<file path="src/rtl/serial_subtractor.sv">
// Bit-serial borrow-ripple subtractor: diff = a - b - bin, one bit per clock, LSB first.
// Operands are captured in IDLE, WIDTH RUN cycles ripple the borrow through a single
// full-subtractor cell, and the result is held in DONE until the consumer takes it.
// Optional build macro SUB_OVF_EN adds a registered signed-overflow output 'ovf'.
module serial_subtractor #(
  parameter int WIDTH = 4
) (
  input  logic             clk,
  input  logic             rst_n,
  input  logic             in_valid,
  output logic             in_ready,
  input  logic [WIDTH-1:0] a,
  input  logic [WIDTH-1:0] b,
  input  logic             bin,
  output logic             out_valid,
  input  logic             out_ready,
  output logic [WIDTH-1:0] diff,
  output logic             bout
`ifdef SUB_OVF_EN
  ,
  output logic             ovf
`endif
);

  // Counter needs at least one bit even when WIDTH=1 (RUN is then a single cycle).
  localparam int CW = (WIDTH > 1) ? $clog2(WIDTH) : 1;

  typedef enum logic [1:0] {IDLE, RUN, DONE} state_t;

  state_t           state, state_nxt;
  logic [WIDTH-1:0] sa, sb, sr, sr_nxt;
  logic [WIDTH:0]   sr_cat;
  logic [CW-1:0]    cnt;
  logic             br, br_nxt, d, last;

  // Full-subtractor cell on the current LSBs and the registered borrow.
  assign d      = sa[0] ^ sb[0] ^ br;
  assign br_nxt = (~sa[0] & sb[0]) | (~sa[0] & br) | (sb[0] & br);
  assign last   = (cnt == CW'(WIDTH - 1));

  // Result bits enter from the MSB side so the LSB lands at bit 0 after WIDTH shifts.
  assign sr_cat = {d, sr};
  assign sr_nxt = sr_cat[WIDTH:1];

  // State register.
  always_ff @(posedge clk or negedge rst_n) begin
    if (!rst_n) state <= IDLE;
    else        state <= state_nxt;
  end

  // Next-state and handshake outputs.
  always_comb begin
    state_nxt = state;
    in_ready  = 1'b0;
    out_valid = 1'b0;
    case (state)
      IDLE: begin
        in_ready = 1'b1;
        if (in_valid) state_nxt = RUN;
      end
      RUN: begin
        if (last) state_nxt = DONE;
      end
      DONE: begin
        out_valid = 1'b1;
        if (out_ready) state_nxt = IDLE;
      end
      default: state_nxt = IDLE;
    endcase
  end

  // Datapath: operand capture, serial shift, and result load on the final RUN cycle.
  always_ff @(posedge clk or negedge rst_n) begin
    if (!rst_n) begin
      sa   <= '0;
      sb   <= '0;
      sr   <= '0;
      br   <= 1'b0;
      cnt  <= '0;
      diff <= '0;
      bout <= 1'b0;
`ifdef SUB_OVF_EN
      ovf  <= 1'b0;
`endif
    end else begin
      case (state)
        IDLE: begin
          if (in_valid) begin
            sa  <= a;
            sb  <= b;
            br  <= bin;
            sr  <= '0;
            cnt <= '0;
          end
        end
        RUN: begin
          sa  <= sa >> 1;
          sb  <= sb >> 1;
          br  <= br_nxt;
          sr  <= sr_nxt;
          cnt <= cnt + CW'(1);
          if (last) begin
            diff <= sr_nxt;
            bout <= br_nxt;
`ifdef SUB_OVF_EN
            // Borrow into the MSB vs borrow out of it: mismatch means signed overflow.
            ovf  <= br ^ br_nxt;
`endif
          end
        end
        default: ;
      endcase
    end
  end

endmodule

</file>
<file path="config.mk">
export PLATFORM = sky130hd
export DESIGN_NAME = serial_subtractor
export DESIGN_NICKNAME = d
export VERILOG_FILES = /design/src/rtl/serial_subtractor.sv
export SDC_FILE = /design/constraint.sdc
export NUM_CORES = 1
export LEC_CHECK = 0
export ABC_AREA = 1
export CAP_MARGIN = 20
export CORE_MARGIN = 2
export CORE_UTILIZATION = 53
export DETAILED_ROUTE_END_ITERATION = 8
export PLACE_DENSITY = 0.84
export RECOVER_POWER = 25
export REMOVE_ABC_BUFFERS = 1
export SETUP_SLACK_MARGIN = 0.15
export SLEW_MARGIN = 5
export SYNTH_ARGS = -nofsm -noshare
export SYNTH_HDL_FRONTEND = slang
export SYNTH_SLANG_ARGS = --single-unit
</file>
<file path="constraint.sdc">
create_clock -name clk -period 2.7 [get_ports clk]
set_input_delay 0.54 -clock clk [delete_from_list [all_inputs] [get_ports clk]]
set_output_delay 0.54 -clock clk [all_outputs]
set_load 0.1 [all_outputs]
</file>
==> reports/results.ini <==
[status]
outcome = finished, final reports clean

[detailed_routing]
drc = 0
drt_pass1_iterations = 3
postRouteAntennaNets = 0
dr.first_iter.drc_count = 17
viasPerCell = 4.78
wl_per_cell_um = 11.0
vias = 775
routed_wl_mm = 1.78

[final_layout]
area_growth_pct = 20.8
fin_nets = 153
antenna_cells = 0
layout-drive-gt1-share = 0.153

[worst_setup_path]
critPathMaxFanout = 14
criticalPathCategory = flop to output port
path_delay_family = flip-flops
cp_cell_sequence = nor2_1, buf_4
cp.required_ns = 2.16
crit_path_start_kind = flop
worst_path_max_delay_cell = dfrtp_1
slowest_delay_ns = 0.59
critical_path_buf_inv_count = 1
worstPathArrival_ns = 1.48
end_kind = output port

[global_routing]
antenna_found_initial = 0
track_usage = 0.192
grt_first_pass_wirelength_mm = 2.88
grt_pass1_vias = 693
grt_max_degree = 22
overflow = 0

[floorplanning]
rows = 15
pin_count = 20
start_util = 0.571
coreArea_sq_um = 1750
die_h_um = 47.4
die_w_um = 47.4
die_area_sq_um = 2240

[timing]
tns_ns = 0
final_hold_viol_count = 0
fmax_ghz = 0.495
setup_viol = 0
worst_pin_slew_ns = 1.09
drv_slew = 0
min_period_over_period = 0.749
rsz0062_at_grt = no
finClkSkew_ns = 0.00525
max-slew-margin-rel = 0.276
timing.final.crit_period_ns = 2.02

[yosys]
syn_avg_cell_area_sq_um = 8.60
synthAdderAreaFrac = 0.0326
synthMuxAreaShare = 0
synthFlopType = dfrtp_1
syn_inst = 116
synthDominantAreaCellType = dfrtp_1
synth_compound_area_frac = 0.0903
ys_top_cells_by_count = 41 x nand2_1, 21 x dfrtp_1, 17 x inv_1
ys_async_sr_fraction = 1.00
ys_seq_elements = 21
synth_top_family_by_area = simple AND/OR/NAND/NOR gates
synth.cell_area_sq_um = 997
synth_cell_types = 19
yosysWarnings = 0
synth_edf_count = 0
synthXorXnorAreaFrac = 0
yosysTopAreaCellShare = 0.527
synth_area_leaders = dfrtp_1 53%, nand2_1 15%, inv_1 6.4%, nand3_1 5.0%, o21ai_0 3.0%
ys_seq_area_frac = 0.527
synth_most_common_cell = nand2_1
synth-simple-area-share = 0.251

[placed_design]
routabilityCongestion = 0.762
portBuffers = 19
dpl.hpwl_mm = 1.30

[clocking]
ctsHoldBuffers = 0
post_cts_buffers = 0
cts_resized = 0
cts_tree = yes
cts_made_buffers = 3
clk_latency_ns = 0.31
cts_sinks = 21
cts_root_buffer = clkbuf_4
cts_max_path_buffers = 2
clk_pin_slew_worst_paths_ns = 0.11
cts_max_level = 1

[min_path]
worstHoldPathType = flop to flop

[flow_run]
maxCapViolCount = 0

[per-stage QoR]
| step | setup slack [ns] | utilization | hold slack [ns] | std cells | cell area (sq um) |
|---|---|---|---|---|---|
| 6_report | 0.678 | 0.690 | 0.497 | 162 | 1200 |
| 4_1_cts | 0.680 | 0.692 | 0.498 | 162 | 1210 |
| 5_1_grt | 0.588 | 0.690 | 0.525 | 162 | 1200 |
| 3_3_place_gp | 1.05 | 0.677 | 0.455 | 158 | 1180 |
| 3_5_place_dp | 1.03 | 0.677 | 0.471 | 158 | 1180 |
| 2_1_floorplan | 0.271 | - | 0.244 | 113 | 970 |
[layer usage]
layer	track usage	routed length, um	part of all wire	up-vias
met1	0.219	811	0.45	355
met4	0.111	42	0.024	0
met5	0	0	0	-
met2	0.330	870	0.49	15
met3	0.0385	59	0.033	5
li1	-	-	-	400
[area by class of cell]
type | instances | area (sq um)
Multi-Input combinational cell | 73 | 373
Fill cell | 158 | 541
Clock inverter | 1 | 5.00
Inverter | 19 | 71.3
Clock buffer | 3 | 22.5
Timing Repair Buffer | 20 | 176
Sequential cell | 21 | 526
Tap cell | 25 | 31.3
[worst paths after layout]
path | end | cells after the start | slack (ns) | from
max in group asynchronous | sb[3] | 2 | 1.11 | rst_n
max | in_ready | 2 | 0.68 | state[0]
min reg2reg | cnt[1] | 2 | 0.50 | cnt[1]
max reg2reg | sr[1] | 3 | 1.32 | state[0]
min | cnt[1] | 2 | 0.50 | cnt[1]
min in group asynchronous | sa[2] | 2 | 0.94 | rst_n
[cells by family (layout without fill, tap and decap cells)]
kind of cell / count (synthesis) / after routing
flops: 21 / 21
compound gates: 13 / 13
fa+ha+maj: 2 / 2
buf+inv: 22 / 43
simple gates: 58 / 58
[worst register-to-register path, stage by stage, from the launching register on]
cell	delay [ns]
dfrtp_1	0.70
nand2_4	0.17
nand2_2	0.26
o21ai_0	0.13
[state kept, by name, indices dropped and copies added (netlist names)]
name and cells:
cnt 2, diff 4, sr 3, sb 4
sa 4, br 1, bout 1, state 2
[cells in the final DEF, fill, tap and decap left out]
cell	Yosys	layout
a21oi_4	1	1
o31ai_1	1	1
clkdlybuf4s50_1	0	11
buf_4	0	7
nor2_1	3	3
clkbuf_4	0	3
a21oi_1	1	1
nand2_4	1	1
nand3_1	10	10
fa_1	1	1
ha_1	1	1
inv_1	17	17
dlygate4sd3_1	0	1
o21ai_1	1	1
nor2_4	1	1
o21ai_0	6	6
o21ai_2	3	3
clkbuf_1	0	1
clkinv_2	0	1
nand2_1	41	41
nand2_2	2	2
dfrtp_1	21	21
inv_2	2	2
Power is left out: the tool's default activity adds up to more than one toggle a clock period on the data nets, which glitch-free logic cannot reach.
